[src/rtl/keypad_matrix_emulator_pkg.sv]
// Shared definitions for the virtual 4x4 keypad responder:
// matrix geometry, FSM encoding and key index helper.
package keypad_matrix_emulator_pkg;

    localparam int KP_ROWS = 4;
    localparam int KP_COLS = 4;
    localparam int KP_KEYS = KP_ROWS * KP_COLS;

    typedef enum logic {
        KP_IDLE   = 1'b0,
        KP_BOUNCE = 1'b1
    } kp_state_e;

    function automatic logic [3:0] kp_idx(input int r, input int c);
        return 4'(r * KP_COLS + c);
    endfunction

endpackage

[src/rtl/keypad_matrix_emulator_bounce_lfsr.sv]
// 16-bit Fibonacci LFSR (x^16+x^14+x^13+x^11) supplying bounce levels.
// A zero seed is replaced so the register can never lock up at 0.
module bounce_lfsr #(
    parameter logic [15:0] SEED = 16'hACE1
) (
    input  logic clk,
    input  logic rst_n,
    input  logic en,
    output logic q
);

    localparam logic [15:0] INIT = (SEED == 16'h0000) ? 16'h0001 : SEED;

    logic [15:0] sr;
    logic        fb;

    assign fb = sr[15] ^ sr[13] ^ sr[12] ^ sr[10];
    assign q  = sr[0];

    always_ff @(posedge clk or negedge rst_n) begin
        if (!rst_n) begin
            sr <= INIT;
        end else if (en) begin
            sr <= {sr[14:0], fb};
        end
    end

endmodule

[src/rtl/keypad_matrix_emulator.sv]
// Keypad-side responder for a 4x4 row/col scanner: returns column levels
// for a virtual 16-key matrix, with optional contact bounce per command.
module keypad_matrix_emulator
    import keypad_matrix_emulator_pkg::*;
#(
    parameter int          BOUNCE_EN     = 1,
    parameter int          BOUNCE_CYCLES = 240000,
    parameter int          TOGGLE_DIV    = 4096,
    parameter logic [15:0] LFSR_SEED     = 16'hACE1
) (
    input  logic        clk,
    input  logic        rst_n,
    input  logic [3:0]  row,
    output logic [3:0]  col,
    input  logic        cmd_valid,
    output logic        cmd_ready,
    input  logic [3:0]  cmd_idx,
    input  logic        cmd_press,
    output logic        cmd_done,
    output logic [15:0] key_state
);

    localparam int CW = (BOUNCE_CYCLES > 1) ? $clog2(BOUNCE_CYCLES) : 1;
    localparam int TW = (TOGGLE_DIV > 1) ? $clog2(TOGGLE_DIV) : 1;
    localparam logic [CW-1:0] CNT_LOAD  = CW'(BOUNCE_CYCLES - 1);
    localparam logic [TW-1:0] TDIV_LOAD = TW'(TOGGLE_DIV - 1);

    kp_state_e   state;
    kp_state_e   nstate;
    logic [3:0]  row_m;
    logic [3:0]  row_s;
    logic [3:0]  col_next;
    logic [15:0] contact;
    logic [3:0]  idx_q;
    logic        press_q;
    logic [CW-1:0] cnt;
    logic [TW-1:0] tdiv;
    logic        accept;
    logic        change;
    logic        cnt_zero;
    logic        tdiv_zero;
    logic        lfsr_en;
    logic        lfsr_q;

    assign accept    = cmd_valid & cmd_ready;
    assign change    = cmd_press != key_state[cmd_idx];
    assign cnt_zero  = cnt == '0;
    assign tdiv_zero = tdiv == '0;

    bounce_lfsr #(
        .SEED (LFSR_SEED)
    ) u_lfsr (
        .clk   (clk),
        .rst_n (rst_n),
        .en    (lfsr_en),
        .q     (lfsr_q)
    );

    always_ff @(posedge clk or negedge rst_n) begin
        if (!rst_n) begin
            state <= KP_IDLE;
        end else begin
            state <= nstate;
        end
    end

    always_comb begin
        nstate = state;
        unique case (state)
            KP_IDLE: begin
                if (accept && change && BOUNCE_EN != 0) begin
                    nstate = KP_BOUNCE;
                end
            end
            KP_BOUNCE: begin
                if (cnt_zero) begin
                    nstate = KP_IDLE;
                end
            end
            default: nstate = KP_IDLE;
        endcase
    end

    // The final settle edge wins over a coinciding toggle edge.
    always_comb begin
        cmd_ready = state == KP_IDLE;
        lfsr_en   = (state == KP_BOUNCE) && tdiv_zero && !cnt_zero;
    end

    always_ff @(posedge clk or negedge rst_n) begin
        if (!rst_n) begin
            contact   <= '0;
            key_state <= '0;
            idx_q     <= '0;
            press_q   <= 1'b0;
            cnt       <= '0;
            tdiv      <= '0;
            cmd_done  <= 1'b0;
        end else begin
            cmd_done <= 1'b0;
            if (accept) begin
                idx_q   <= cmd_idx;
                press_q <= cmd_press;
                if (!change) begin
                    cmd_done <= 1'b1;
                end else if (BOUNCE_EN == 0) begin
                    contact[cmd_idx]   <= cmd_press;
                    key_state[cmd_idx] <= cmd_press;
                    cmd_done           <= 1'b1;
                end else begin
                    contact[cmd_idx] <= cmd_press;
                    cnt              <= CNT_LOAD;
                    tdiv             <= TDIV_LOAD;
                end
            end else if (state == KP_BOUNCE) begin
                if (cnt_zero) begin
                    contact[idx_q]   <= press_q;
                    key_state[idx_q] <= press_q;
                    cmd_done         <= 1'b1;
                end else begin
                    cnt <= cnt - 1'b1;
                    if (tdiv_zero) begin
                        contact[idx_q] <= lfsr_q;
                        tdiv           <= TDIV_LOAD;
                    end else begin
                        tdiv <= tdiv - 1'b1;
                    end
                end
            end
        end
    end

    // Row strobes come from another clock domain; two flops before use.
    always_ff @(posedge clk or negedge rst_n) begin
        if (!rst_n) begin
            row_m <= 4'hF;
            row_s <= 4'hF;
            col   <= 4'hF;
        end else begin
            row_m <= row;
            row_s <= row_m;
            col   <= col_next;
        end
    end

    always_comb begin
        logic [3:0] hit;
        hit = '0;
        for (int r = 0; r < KP_ROWS; r++) begin
            for (int c = 0; c < KP_COLS; c++) begin
                hit[c] = hit[c] | (~row_s[r] & contact[kp_idx(r, c)]);
            end
        end
        col_next = ~hit;
    end

endmodule

[config.mk]
export PLATFORM = sky130hd
export DESIGN_NAME = keypad_matrix_emulator
export DESIGN_NICKNAME = d
export VERILOG_FILES = /design/src/rtl/keypad_matrix_emulator_pkg.sv /design/src/rtl/keypad_matrix_emulator_bounce_lfsr.sv /design/src/rtl/keypad_matrix_emulator.sv
export SDC_FILE = /design/constraint.sdc
export NUM_CORES = 1
export LEC_CHECK = 0
export CAP_MARGIN = 20
export CORE_AREA = 10 10 77 145
export DETAILED_ROUTE_END_ITERATION = 8
export DIE_AREA = 0 0 87 155
export PLACE_DENSITY_LB_ADDON = 0.05
export REMOVE_ABC_BUFFERS = 1
export SLEW_MARGIN = 15
export SYNTH_ARGS = -nofsm -noshare
export SYNTH_HDL_FRONTEND = slang
export SYNTH_SLANG_ARGS = --single-unit
[constraint.sdc]
create_clock -name clk -period 4.25 [get_ports clk]
set_clock_uncertainty 0.2 [all_clocks]
set_input_delay 1.275 -clock clk [delete_from_list [all_inputs] [get_ports clk]]
set_output_delay 1.275 -clock clk [all_outputs]
set_load 0.03 [all_outputs]
# [Word level (Yosys, flattened, before mapping)]
# Cells that the tools add are included.
[word_totals] reg_bits=97 inputBits=12 output_inout_bits=22 wordCells=104
[classes] n_addsub=2 magnitude_cmp=4 n_eq_ne=3 mux=31 bitwise_logic=39 n_reduce_logical=13
[op_table] operator="16-bit two-way mux" n=5
[op_table] operator="18-bit two-way mux" n=4
[op_table] operator="16-bit bitwise mux" n=4
[op_table] operator="12-bit two-way mux" n=5
[op_table] operator="18-bit logical NOT" n=1
[op_table] operator="18-bit by 1-bit subtractor with 18-bit output (second input constant)" n=1
[op_table] operator="1-bit bitwise AND" n=17
[op_table] operator="12-bit logical NOT" n=1
[op_table] operator="1-bit bitwise OR" n=12
[op_table] operator="12-bit by 1-bit subtractor with 12-bit output (second input constant)" n=1
[op_table] operator="4-bit by 5-bit < comparator with 1-bit output (second input constant)" n=2
[op_table] operator="1-bit two-way mux" n=9
[op_table] operator="3-bit AND reduction" n=3
[op_table] operator="1-bit demux with 4-bit select" n=2
[op_table] operator="4-bit by 1-bit >= comparator with 1-bit output (second input constant)" n=2
[op_table] operator="1-bit NOT" n=6
[op_table] operator="1-bit logical AND" n=5
[op_table] operator="1-bit binary-select mux with 4-bit select" n=1
[op_table] operator="4-bit NOT" n=1
[op_table] operator="3-bit nonzero test" n=1
[op_table] operator="1-bit XOR" n=3
[op_table] operator="2-bit by 1-bit inequality test with 1-bit output (second input constant)" n=1
[op_table] operator="2-bit inequality test (second input constant)" n=1
[op_table] operator="1-bit one-hot mux with 2 select lines" n=1
[op_table] operator="other kinds (3)" n=3

# [Depth between registers and ports, before layout]
# Gate-level depths: netlist of the first run.
[logic_depth] word_depth=9 depth_mapped=11

# [Hierarchy]
# From an unflattened synthesis of the first run, not the netlist that was laid out.
[unflattened] hier_cells=481 hier_area_um2=4963.5
[by_module_without_submodules] module="keypad_matrix_emulator" n_inst=1 cells_each=443 area_per_inst_um2=4287.9 seq_area_each_um2=2042.0
[by_module_without_submodules] module="bounce_lfsr" n_inst=1 cells_each=38 area_per_inst_um2=675.6 seq_area_each_um2=410.4

# [Worst setup path before layout of the first run]
# Ideal clock, no wire load.
[synth_path] kind="input -> register" from="in cmd_idx[3]" to="reg tdiv[10]" setup_time_ns=0.121 t_arrival_ns=3.468 required_time_ns=3.929 setup_slack_ns=0.461 stages=8 path_buffers=1 cell_sequence="clkbuf_1 -> mux2_2 -> mux4_2 -> mux2i_1 -> o211ai_1 -> nor2_1 -> inv_1 -> a22o_1"
[synth_via] elab_chain_cells=5
[synth_lines] item="from (decl)" line_no="keypad_matrix_emulator.sv:17" rtl="input logic [3:0] cmd_idx,"
[synth_lines] item="1-bit binary-select mux with 4-bit select" line_no="keypad_matrix_emulator.sv:46" rtl="assign change = cmd_press != key_state[cmd_idx];"
[synth_lines] item="1-bit two-way mux (not written as such)" line_no="keypad_matrix_emulator.sv:46"
[synth_lines] item="1-bit inequality test" line_no="keypad_matrix_emulator.sv:46"
[synth_lines] item="2-bit by 1-bit inequality test with 1-bit output (no line)"
[synth_lines] item="3-bit AND reduction (no line)"
[synth_lines] item="to (signal assigned)" line_no="keypad_matrix_emulator.sv:126" rtl="tdiv <= tdiv - 1'b1;"
[synth_lines] item="to (decl)" line_no="keypad_matrix_emulator.sv:37" rtl="logic [TW-1:0] tdiv;"
# No other way between the ends. The select of a mux whose other input is x is not followed.
# A chain may end at the register's enable or synchronous reset.

# [Worst setup path in the final report of the first run]
# Same ends and word-level chain as after synthesis.

==> results of run 1 <==
==> final cells by class <==
class / count / area [sq um]
Fill cell: 733 / 2964
Multi-Input combinational cell: 411 / 2486
Sequential cell: 97 / 2452
Timing Repair Buffer: 52 / 470.5
Clock buffer: 9 / 225.2
Tap cell: 102 / 127.6
Clock inverter: 7 / 92.59
Inverter: 19 / 71.32
==> worst paths after layout <==
check,end,slack (ps),cells past startpoint
min,row_s[2],160,0
max in group asynchronous,row_s[1],2250,2
max,tdiv[10],370,8
max reg2reg,contact[0],910,6
min in group asynchronous,key_state[9],710,1
min reg2reg,row_s[2],160,0
==> synthesized netlist by cell type (3+ instances only) <==
library cell	count	share of area [%]
and3_1	4	0.49
nand2b_1	8	0.98
ha_1	4	0.98
nor2b_1	8	0.98
a22oi_1	7	1.0
o211ai_1	3	0.44
or4_1	3	0.44
dfrtp_1	77	38
and2_1	4	0.49
clkbuf_1	21	1.5
nand3b_1	4	0.59
a221oi_1	7	1.2
o31ai_1	6	0.88
dfstp_2	20	10
mux2i_1	5	0.98
xor2_1	5	0.85
a21oi_1	21	2.0
inv_1	19	1.4
nor4_1	10	1.2
nor3_1	25	2.4
or3_1	10	1.2
a31oi_1	10	1.2
mux2_2	17	3.7
o21ai_0	34	3.3
nor2_1	44	3.2
o32ai_1	6	1.0
o2111ai_1	6	1.0
xnor2_1	10	1.7
mux2_1	8	1.8
o22ai_1	6	0.73
nand2_1	93	6.8
nand3_1	20	2.0
==> kinds of logic (layout without fill, tap and decap cells) <==
logic type                 after synthesis  after routing  synth area share [%]
and+or+nand+nor                        242            242                 22.58
AOI/OAI and AO/OA                      119            119                 15.19
DFF                                     97             97                 47.79
buffers and inverters                   47             87                 3.999
muxes                                   31             31                 6.901
xor gates and xnor gates                15             15                 2.560
adders and majority gates                4              4                0.9754
==> worst register-to-register path: cells and delay by family, from the launching register on <==
kind             cells  cell delay, ps
AO/OA/AOI/OAI        1             150
flip-flops           1             440
multiplexers         1             290
AND/OR/NAND/NOR      4            2140
==> layer usage <==
layer / track usage [%] / vias up / wire [um]
li1: - / 2065 / -
met1: 23.48 / 2137 / 5144
met2: 35.46 / 130 / 7021
met3: 3.766 / 45 / 586
met4: 12.65 / 0 / 716
met5: 0 / - / 0
==> flip-flops by register name, indices dropped and copies added, names as in the netlist, 4 cells and up <==
signal / count
key_state: 16
idx_q: 4
u_lfsr.sr: 16
contact: 16
row_m: 4
tdiv: 12
cnt: 18
row_s: 4
col: 4
==> power groups by stage <==
stage          Sequential (mW)  Clock, mW  Combinational, mW
6_report                  1.29      0.874              0.694
5_1_grt                   1.32      0.914              0.784
4_1_cts                   1.29      0.884              0.689
3_5_place_dp              1.30          0              0.687
3_3_place_gp              1.29          0              0.677
2_1_floorplan             1.24          0              0.451
==> metrics by stage <==
stage | setup slack (ps) | power (mW) | util (%) | hold slack, ps
final | 369.1 | 2.858 | 66.66 | 158.4
after global routing | 205.7 | 3.015 | 66.66 | 163.7
after floorplan | 366.0 | 1.688 | - | 145.2
after global placement | 69.58 | 1.971 | 62.83 | 145.7
after CTS | 383.1 | 2.859 | 66.40 | 159.3
after detailed placement | 36.58 | 1.988 | 62.83 | 148.4
==> results.sh, run 1 <==
export IMPL_end_kind="register"
export IMPL_fmax_mhz=257.7
export IMPL_final_setup_tns_ps=0
export IMPL_clk_pin_slew_worst_paths_ps=80
export IMPL_setup_viol_count_final=0
export IMPL_switchingPower_mw=1.066
export IMPL_cp_top_family="multiplexers"
export IMPL_start_util_pct=57.72
export IMPL_path_class="in -> reg"
export IMPL_wl_um=13470
export IMPL_hp_class="reg -> reg"
export IMPL_hp_start="row_m[2]"
export IMPL_clockBufferDepth=2
export IMPL_synth_cell_types=54
export IMPL_p_clk_share_pct=30.6
export IMPL_hpwl_um=9843
export IMPL_final_cell_area_sq_mm=0.005926
export IMPL_p_seq_share_pct=45.1
export IMPL_overflow=0
export IMPL_drive_gt1_share_pct=13.61
export IMPL_max_slew_margin_rel_pct=40.64
export IMPL_syn_area_sq_mm=0.005131
export IMPL_synth_seq_cells=97
export IMPL_grt_pass1_wl_um=22850
export IMPL_status="complete, no violations"
export IMPL_fp_dieW_um=87
export IMPL_firstDrtPassIters=5
export IMPL_cts_buffers=9
export IMPL_die_h_um=155
export IMPL_crit_path_cell_trace="clkdlybuf4s50_1, mux2_2, mux4_2, mux2i_1, o211ai_1, nor2_1, inv_1, a22o_1"
export IMPL_critical_path_max_stage_delay_ps=600
export IMPL_critPathLaunch="cmd_idx[3]"
export IMPL_peakVddDrop_mv=0.3361
export IMPL_nNetsFinal=606
export IMPL_cts_hold_buf=0
export IMPL_cp_start_kind="input pin"
export IMPL_drv_cap=0
export IMPL_ant_nets=0
export IMPL_core_sq_mm=0.008890
export IMPL_synth_edf_count=0
export IMPL_place_area_sq_mm=0.005585
export IMPL_dp_cells=679
export IMPL_cp_max_fo=6
export IMPL_wl_per_cell_um=19.32
export IMPL_cts_sinks=97
export IMPL_viasPerCell=6.280
export IMPL_slowest_stage="clkdlybuf4s50_1"
export IMPL_rows=49
export IMPL_pwr_share_comb_pct=24.3
export IMPL_final_common_cell="nand2_1"
export IMPL_postCtsSetupBuffers=0
export IMPL_async_reset_ff_share_pct=100.0
export IMPL_clockRootBuffer="clkbuf_16"
export IMPL_cts_htree_levels=3
export IMPL_finalCritPeriodShare_pct=91.32
export IMPL_avgSynthCellArea_sq_um=9.245
export IMPL_cts_resized=0
export IMPL_diodes=0
export IMPL_crit_arrival_ps=3920
export IMPL_grt_max_degree=44
export IMPL_vias=4377
export IMPL_syn_inst=555
export IMPL_hold_viol_final=0
export IMPL_finalMaxSlewViolations=0
export IMPL_drt_initial_drc_count=315
export IMPL_die_area_sq_mm=0.01349
export IMPL_tightest_slew_ps=887.1
export IMPL_final_cell_mix="nand2_1 (93), dfrtp_1 (77), nor2_1 (44)"
export IMPL_cp_required_ps=4290
export IMPL_crit_buf_inv=2
export IMPL_gp_congestion=0.9429
export IMPL_synth_warnings=0
export IMPL_final_cells=697
export IMPL_grt_setup_unrepaired="false"
export IMPL_period_needed_ps=3881
export IMPL_p_leak_nw=2.412
export IMPL_p_int_mw=1.792
export IMPL_grt_pass1_vias=4510
export IMPL_timing_rr_start="cnt[3]"
export IMPL_detail_route_drc_violations=0
export IMPL_synthFlopType="dfrtp_1"
export IMPL_ios=34
export IMPL_cts_tree="built"
export IMPL_io_buffers=33
export IMPL_antenna_found_initial=0
export IMPL_pwr_density_cell_mw_per_mm2=482.4
export IMPL_synth_seq_area_share_pct=47.79
export IMPL_grt_util_all_layers_pct=21.00
export IMPL_sw_frac_of_total_pct=37.31
export IMPL_clkLatencyLatePin_ps=350
export IMPL_areaGrowthSynthToFinish_pct=15.48
Power figures use the tool's default switching activity.
==> inputs of run 2 (changes only) <==
- HOLD_SLACK_MARGIN: not set -> 0.12
==> results of run 2 <==
Same layout as run 1: the final DEF is identical, and so are final timing and power.
